--- src/rtl/count_pwm.sv ---
`default_nettype none
// ============================================================================
// Module      : count_pwm
// Description : PWM generator slaved to an external free-running mod-16
//               counter. Detects the 15->0 wrap of the incoming count, emits a
//               one-cycle wrap pulse, counts completed periods, and applies a
//               new duty value (accepted via valid/ready handshake) only at a
//               period boundary so every PWM period is glitch-free.
// Revision    : 1.0 - initial release
// ----------------------------------------------------------------------------
// Parameters
//   PERIOD_W    width of the completed-period counter (default 8)
// Ports
//   clk         in   rising-edge clock, shared with the upstream counter
//   reset       in   asynchronous active-low reset
//   count       in   [3:0] count value from the upstream mod-16 counter
//   duty_in     in   [3:0] requested duty (high for duty_in of 16 counts)
//   duty_valid  in   duty_in is valid this cycle
//   duty_ready  out  block can accept duty_in this cycle
//   pwm_out     out  registered PWM output
//   wrap        out  one-cycle pulse at the start of a period
//   period_cnt  out  [PERIOD_W-1:0] completed periods, modulo 2^PERIOD_W
//   count_err   out  sticky flag, count did not advance by +1 mod 16
// Build option
//   COUNT_PWM_CHECK_EN  when defined, the count sequence checker drives
//                       count_err; otherwise count_err is tied low.
// ============================================================================
module count_pwm #(
  parameter int PERIOD_W = 8
) (
  input  logic                clk,
  input  logic                reset,
  input  logic [3:0]          count,
  input  logic [3:0]          duty_in,
  input  logic                duty_valid,
  output logic                duty_ready,
  output logic                pwm_out,
  output logic                wrap,
  output logic [PERIOD_W-1:0] period_cnt,
  output logic                count_err
);

  // Sampled copy of the incoming count and its validity.
  logic [3:0]          prev_count_q;
  logic                prev_vld_q;

  // Duty pipeline: pending holds an accepted value until the next wrap.
  logic [3:0]          active_q,       active_d;
  logic [3:0]          pending_q,      pending_d;
  logic                pending_full_q, pending_full_d;

  logic                pwm_q,          pwm_d;
  logic                wrap_q;
  logic [PERIOD_W-1:0] period_q,       period_d;

  logic                wrap_edge;
  logic                xfer;
  logic [3:0]          duty_eff;

  always_comb begin
    // A wrap is only recognised once a real previous sample exists, so the
    // first count seen after reset can never fake a 15->0 transition.
    wrap_edge = prev_vld_q && (prev_count_q == 4'hF) && (count == 4'h0);
    xfer      = duty_valid && !pending_full_q;

    active_d       = active_q;
    pending_d      = pending_q;
    pending_full_d = pending_full_q;
    period_d       = period_q;

    if (wrap_edge) begin
      period_d = period_q + PERIOD_W'(1);
      if (pending_full_q) begin
        active_d       = pending_q;
        pending_full_d = 1'b0;
      end
    end

    // ready is low whenever pending is occupied, so a transfer and a
    // pending-to-active load can never collide. A transfer on an empty-
    // pending wrap edge is simply queued for the following wrap.
    if (xfer) begin
      pending_d      = duty_in;
      pending_full_d = 1'b1;
    end

    // The first count of a new period must already use the new duty.
    duty_eff = (wrap_edge && pending_full_q) ? pending_q : active_q;
    pwm_d    = (count < duty_eff);
  end

  always_ff @(posedge clk or negedge reset) begin
    if (!reset) begin
      prev_count_q   <= 4'h0;
      prev_vld_q     <= 1'b0;
      active_q       <= 4'h0;
      pending_q      <= 4'h0;
      pending_full_q <= 1'b0;
      pwm_q          <= 1'b0;
      wrap_q         <= 1'b0;
      period_q       <= '0;
    end else begin
      prev_count_q   <= count;
      prev_vld_q     <= 1'b1;
      active_q       <= active_d;
      pending_q      <= pending_d;
      pending_full_q <= pending_full_d;
      pwm_q          <= pwm_d;
      wrap_q         <= wrap_edge;
      period_q       <= period_d;
    end
  end

  assign duty_ready = !pending_full_q;
  assign pwm_out    = pwm_q;
  assign wrap       = wrap_q;
  assign period_cnt = period_q;

`ifdef COUNT_PWM_CHECK_EN
  logic [3:0] count_inc;
  logic       err_q;

  assign count_inc = prev_count_q + 4'd1;

  // Sticky: once a bad step is seen only reset clears the flag. A held
  // count is also a bad step.
  always_ff @(posedge clk or negedge reset) begin
    if (!reset) begin
      err_q <= 1'b0;
    end else if (prev_vld_q && (count != count_inc)) begin
      err_q <= 1'b1;
    end
  end

  assign count_err = err_q;
`else
  assign count_err = 1'b0;
`endif

endmodule
`default_nettype wire

--- config.mk ---
export PLATFORM = sky130hd
export DESIGN_NAME = count_pwm
export DESIGN_NICKNAME = d
export VERILOG_FILES = /design/src/rtl/count_pwm.sv
export SDC_FILE = /design/constraint.sdc
export NUM_CORES = 1
export LEC_CHECK = 0
export BUFFER_PORTS_ARGS = -buffer_cell sky130_fd_sc_hd__buf_2
export CORE_MARGIN = 2
export CORE_UTILIZATION = 55
export CTS_BUF_LIST = sky130_fd_sc_hd__clkbuf_16
export DETAILED_ROUTE_END_ITERATION = 8
export PLACE_DENSITY_LB_ADDON = 0.1
export SLEW_MARGIN = 20
export SYNTH_ARGS = -nofsm -noshare
export SYNTH_HDL_FRONTEND = slang
export SYNTH_SLANG_ARGS = --single-unit
--- constraint.sdc ---
create_clock -name clk -period 5.3 [get_ports clk]
set_input_delay 0.265 -clock clk [delete_from_list [all_inputs] [get_ports clk]]
set_output_delay 0.265 -clock clk [all_outputs]
set_load 0.01 [all_outputs]
* Word-level counts from Yosys, hierarchy flattened
Index checks and enable logic that the tools add are counted.
** Storage, ports and cells
- Input port bits :: 11
- ROM bits :: 0
- Bits in latches :: 0
- Memories :: 0
- Memory bits (writable) :: 0
- Logic and storage cells :: 22
- Register bits after elaboration :: 24
** Operators by class
- Add/sub/neg operators :: 1
- Multiplexer cells :: 3
- Eq/ne operators :: 1
- Order comparisons :: 1
- $mul :: 0
- Shift-type cells :: 0
- Bitwise gates (word level) :: 0
- Reduce and logical (&&, ||, !) cells :: 8
- Divide/modulo/power cells :: 0
** Operators by type and width (number)
- $add 8x1->8 const B :: 1
- $eq 4x4->1 const B :: 1
- $logic_and 1x1->1 :: 4
- $logic_not 4->1 :: 1
- $lt 4x4->1 :: 1
- $mux 4 :: 1
- $mux 1 :: 2
- $reduce_and 2->1 :: 1
- $reduce_bool 2->1 :: 1
- $logic_not 1->1 :: 1

* Logic depth before layout (Yosys ltp)
- Word-level depth :: 6
- Depth in mapped cells :: 10
- Mapped depth without buffers :: 9

* Worst setup path after synthesis
OpenSTA, ideal clock, no wires.
- Path kind :: input -> register
- Start :: input port count[1]
- End :: register pwm_q, in the netlist pwm_out
- Data arrival time :: 1.990 ns
- Setup time :: 0.064 ns
- Cell stages on the path :: 8
- Slack :: 3.246 ns
- Cell sequence :: and4bb_1 > and4_4 > buf_6 > mux2_2 > inv_1 > ha_1 > a2111oi_0 > a21o_1
** On the way
- Cells in the longest elaborated chain, start to end :: 5
** Ends and longest elaborated chain
- start, declared :: RTL line 33 : input logic [3:0] count,
- $logic_not 4->1 :: RTL line 63 : wrap_edge = prev_vld_q && (prev_count_q == 4'hF) && (count == 4'h0);
- $logic_and 1x1->1 :: RTL line 63
- $logic_and 1x1->1 :: RTL line 88 : duty_eff = (wrap_edge && pending_full_q) ? pending_q : active_q;
- $mux 4 :: RTL line 88
- $lt 4x4->1 (*) :: RTL line 89 : pwm_d = (count < duty_eff);
- named net pwm_d :: RTL line 52 : logic pwm_q, pwm_d;
- end signal, assigned :: RTL line 108 : pwm_q <= pwm_d;
- end, declared :: RTL line 52
The timed path passes the listed nets; every way through them passes the cells marked *.
A chain may end at the register's enable or synchronous reset.

* Worst setup path in the final report
- Start :: register prev_vld_q
- End :: register pwm_q, in the netlist pwm_out
** On the way
- Cells in the longest elaborated chain, start to end :: 5
** Ends and longest elaborated chain
- start, declared :: RTL line 45 : logic prev_vld_q;
- start signal, assigned :: RTL line 95 : prev_vld_q <= 1'b0;
- start signal, assigned :: RTL line 104 : prev_vld_q <= 1'b1;
- $logic_and 1x1->1 (2 in a row) :: RTL line 63
- $logic_and 1x1->1 :: RTL line 88
- $mux 4 :: RTL line 88
- $lt 4x4->1 :: RTL line 89
- named net pwm_d :: RTL line 52
The timed path passes the listed nets, and every way through them passes these cells.

==> results.sh <==
export IMPL_critPathMaxFanout=5
export IMPL_ys_seq_elements=24
export IMPL_required_ps=5490
export IMPL_drive_above_1_share_pct=36.1
export IMPL_worst_pin_slew_ps=516
export IMPL_port_buffers=21
export IMPL_skew_ps=4.87
export IMPL_syn_num_nets=89
export IMPL_finalCriticalPeriod_ps=2110
export IMPL_cts_made_buffers=3
export IMPL_cellInternalPower_mw=0.303
export IMPL_fmax_mhz=475
export IMPL_syn_instance_count=74
export IMPL_core_um2=1730
export IMPL_antenna_cells=0
export IMPL_tritoncts="done"
export IMPL_p_comb_share_pct=5.9
export IMPL_drcViolationCount=0
export IMPL_final_setup_tns_ps=0
export IMPL_syn2layout_area_growth_pct=19.8
export IMPL_grt_antenna_before_repair=0
export IMPL_start_util_pct=58.1
export IMPL_synth_area_um2=1000
export IMPL_placed_area_um2=1110
export IMPL_cts_path_max_buffers=2
export IMPL_hold_path_class="input port to register"
export IMPL_p_switching_mw=0.0744
export IMPL_vias=616
export IMPL_start_kind="register"
export IMPL_end_kind="register"
export IMPL_grt_pass1_wl_um=2530
export IMPL_grt_max_degree=25
export IMPL_layout_nets=113
export IMPL_fin_area_um2=1200
export IMPL_syn_area_per_cell_um2=13.6
export IMPL_clkLatencyLatePin_ps=250
export IMPL_overflow=0
export IMPL_die_width_um=46.7
export IMPL_fp_dieH_um=46.7
export IMPL_yosysSeqAreaShare_pct=59.9
export IMPL_p_seq_share_pct=51.7
export IMPL_fillers=145
export IMPL_drv_slew=0
export IMPL_rows=15
export IMPL_worst_slew_margin_rel_pct=65.6
export IMPL_firstDrtPassIters=2
export IMPL_post_route_worst_setup_slack_ps=3190
export IMPL_ys_types=24
export IMPL_netSwitchingFraction_pct=19.7
export IMPL_rsz0062_at_grt="false"
export IMPL_cts_sinks=24
export IMPL_gp_congestion=0.689
export IMPL_ir_drop_mv=0.217
export IMPL_clockPowerShare_pct=42.4
export IMPL_setup_viol=0
export IMPL_drt_wl_total_um=1520
export IMPL_cap_violations=0
export IMPL_boundaryPins=23
export IMPL_period_share_pct=39.7
export IMPL_arrival_ps=2300
export IMPL_power_density_nw_per_um2=314
export IMPL_antenna_left=0
export IMPL_yosysWarnings=0
export IMPL_wl_per_cell_um=12.5
export IMPL_worstSetupPathType="register to register"
export IMPL_leakagePower_nw=0.633
export IMPL_final_util_pct=69.6
export IMPL_finalHoldViolations=0
export IMPL_cts_max_level=1
export IMPL_cts_resized=0
export IMPL_dp_hpwl_um=1110
export IMPL_dieArea_um2=2180
export IMPL_via_per_inst=5.05
export IMPL_grt_pass1_vias=593
export IMPL_cts_root_buffer="clkbuf_16"
export IMPL_grtUsageTotal_pct=17.4
export IMPL_path_clk_slew_ps=60
export IMPL_place_ws_ps=3060
export IMPL_drtIter0Drc=3
export IMPL_status="finished clean"
==> final timing paths <==
check                              start               to  slack (ps)  depth (start not counted)
hold / removal                  count[0]  prev_count_q[0]         150                          1
min in group asynchronous          reset    period_cnt[2]         520                          2
hold reg to reg            period_cnt[7]    period_cnt[7]         460                          1
setup / recovery              prev_vld_q          pwm_out        3190                          7
setup reg to reg              prev_vld_q          pwm_out        3190                          7
max in group asynchronous          reset  prev_count_q[0]        4430                          2
==> power by group through the flow <==
stage               clock [mW]  sequential (mW)  combinational [mW]
global route             0.171            0.196              0.0261
global placement             0            0.199              0.0215
floorplan                    0            0.198              0.0114
CTS                      0.163            0.195              0.0230
detailed placement           0            0.198              0.0223
finish                   0.160            0.195              0.0224
==> per-stage QoR <==
stage                     instances  hold slack [ps]  power, mW
after floorplan                  74            -30.6      0.209
after global placement          117              266      0.220
after detailed placement        117              267      0.221
after CTS                       122              142      0.381
after global routing            122              143      0.393
final                           122              146      0.378
==> layer usage <==
layer  GRT usage (%)  share of wire (%)  vias up
li1                -                  -      300
met1            20.6                 46      292
met2            28.6                 48       19
met3            3.53                3.8        5
met4            11.7                2.8        0
met5               0                  0        -
==> cell families (layout without fill, tap and decap cells) <==
group / after synthesis / in the layout / share of synthesized area, %
DFF: 24 / 24 / 59.9
and+or+nand+nor: 17 / 17 / 11.1
muxes: 9 / 9 / 10.5
xor gates and xnor gates: 7 / 7 / 6.11
buffers and inverters: 7 / 30 / 4.11
adders and majority gates: 4 / 4 / 4.99
AOI/OAI and AO/OA: 4 / 4 / 2.62
other: 2 / 2 / 0.748
==> cells in the final DEF (no fill, tap or decap), types with 2 or more instances in the layout <==
cell type and instances:
and3_1 3, buf_2 21, clkbuf_16 3, conb_1 2, dfrtp_1 24, ha_1 4, inv_1 4, mux2_2 8
nand4_1 4, nor2_1 3, xnor2_1 5, xor2_1 2
==> timing repair <==
| action | CTS | global route |
|---|---|---|
| buffers inserted | 0 | 0 |
| endpoints found under the hold margin | 24 | 0 |
| endpoints found under the setup margin | 0 | 0 |
| hold buffers | 1 | 0 |
==> sequential cells by signal, indices dropped and copies added, names as in the netlist <==
name and flops:
pwm_out 1, pending_full_q 1, period_cnt 8, prev_vld_q 1, pending_q 4, active_q 4
prev_count_q 4, wrap 1
==> cell usage after synthesis, drive strengths merged <==
cell type / instances / share of area [%]
dfrtp: 24 / 60
mux2: 9 / 10
xnor2: 5 / 4.4
and3: 4 / 2.6
ha: 4 / 5.0
inv: 4 / 1.5
nand4: 4 / 2.5
buf: 3 / 2.6
nor2: 3 / 1.1
and4: 2 / 2.0
conb: 2 / 0.75
xor2: 2 / 1.7
a2111oi: 1 / 0.87
a21o: 1 / 0.75
a21oi: 1 / 0.50
and4bb: 1 / 1.2
nand2: 1 / 0.37
nand2b: 1 / 0.62
nor2b: 1 / 0.62
o21ai: 1 / 0.50
==> cell type report <==
class | instances | area, µm² | area share (%)
clock buffer | 3 | 75.1 | 6.24
clock inverter | 1 | 3.75 | 0.312
inverter | 4 | 15.0 | 1.25
multi-input combinational | 43 | 362 | 30.1
sequential | 24 | 601 | 49.9
tap | 25 | 31.3 | 2.60
timing repair buffer | 22 | 115 | 9.57
==> worst max-delay path, stage by stage, from the launching register on <==
cell and delay (ps):
dfrtp_1 320, and4bb_1 240, and4_4 280, mux2_2 350, inv_1 60, ha_1 220
a2111oi_0 410, a21o_1 180
No activity file was read; power rests on OpenSTA's default activity.
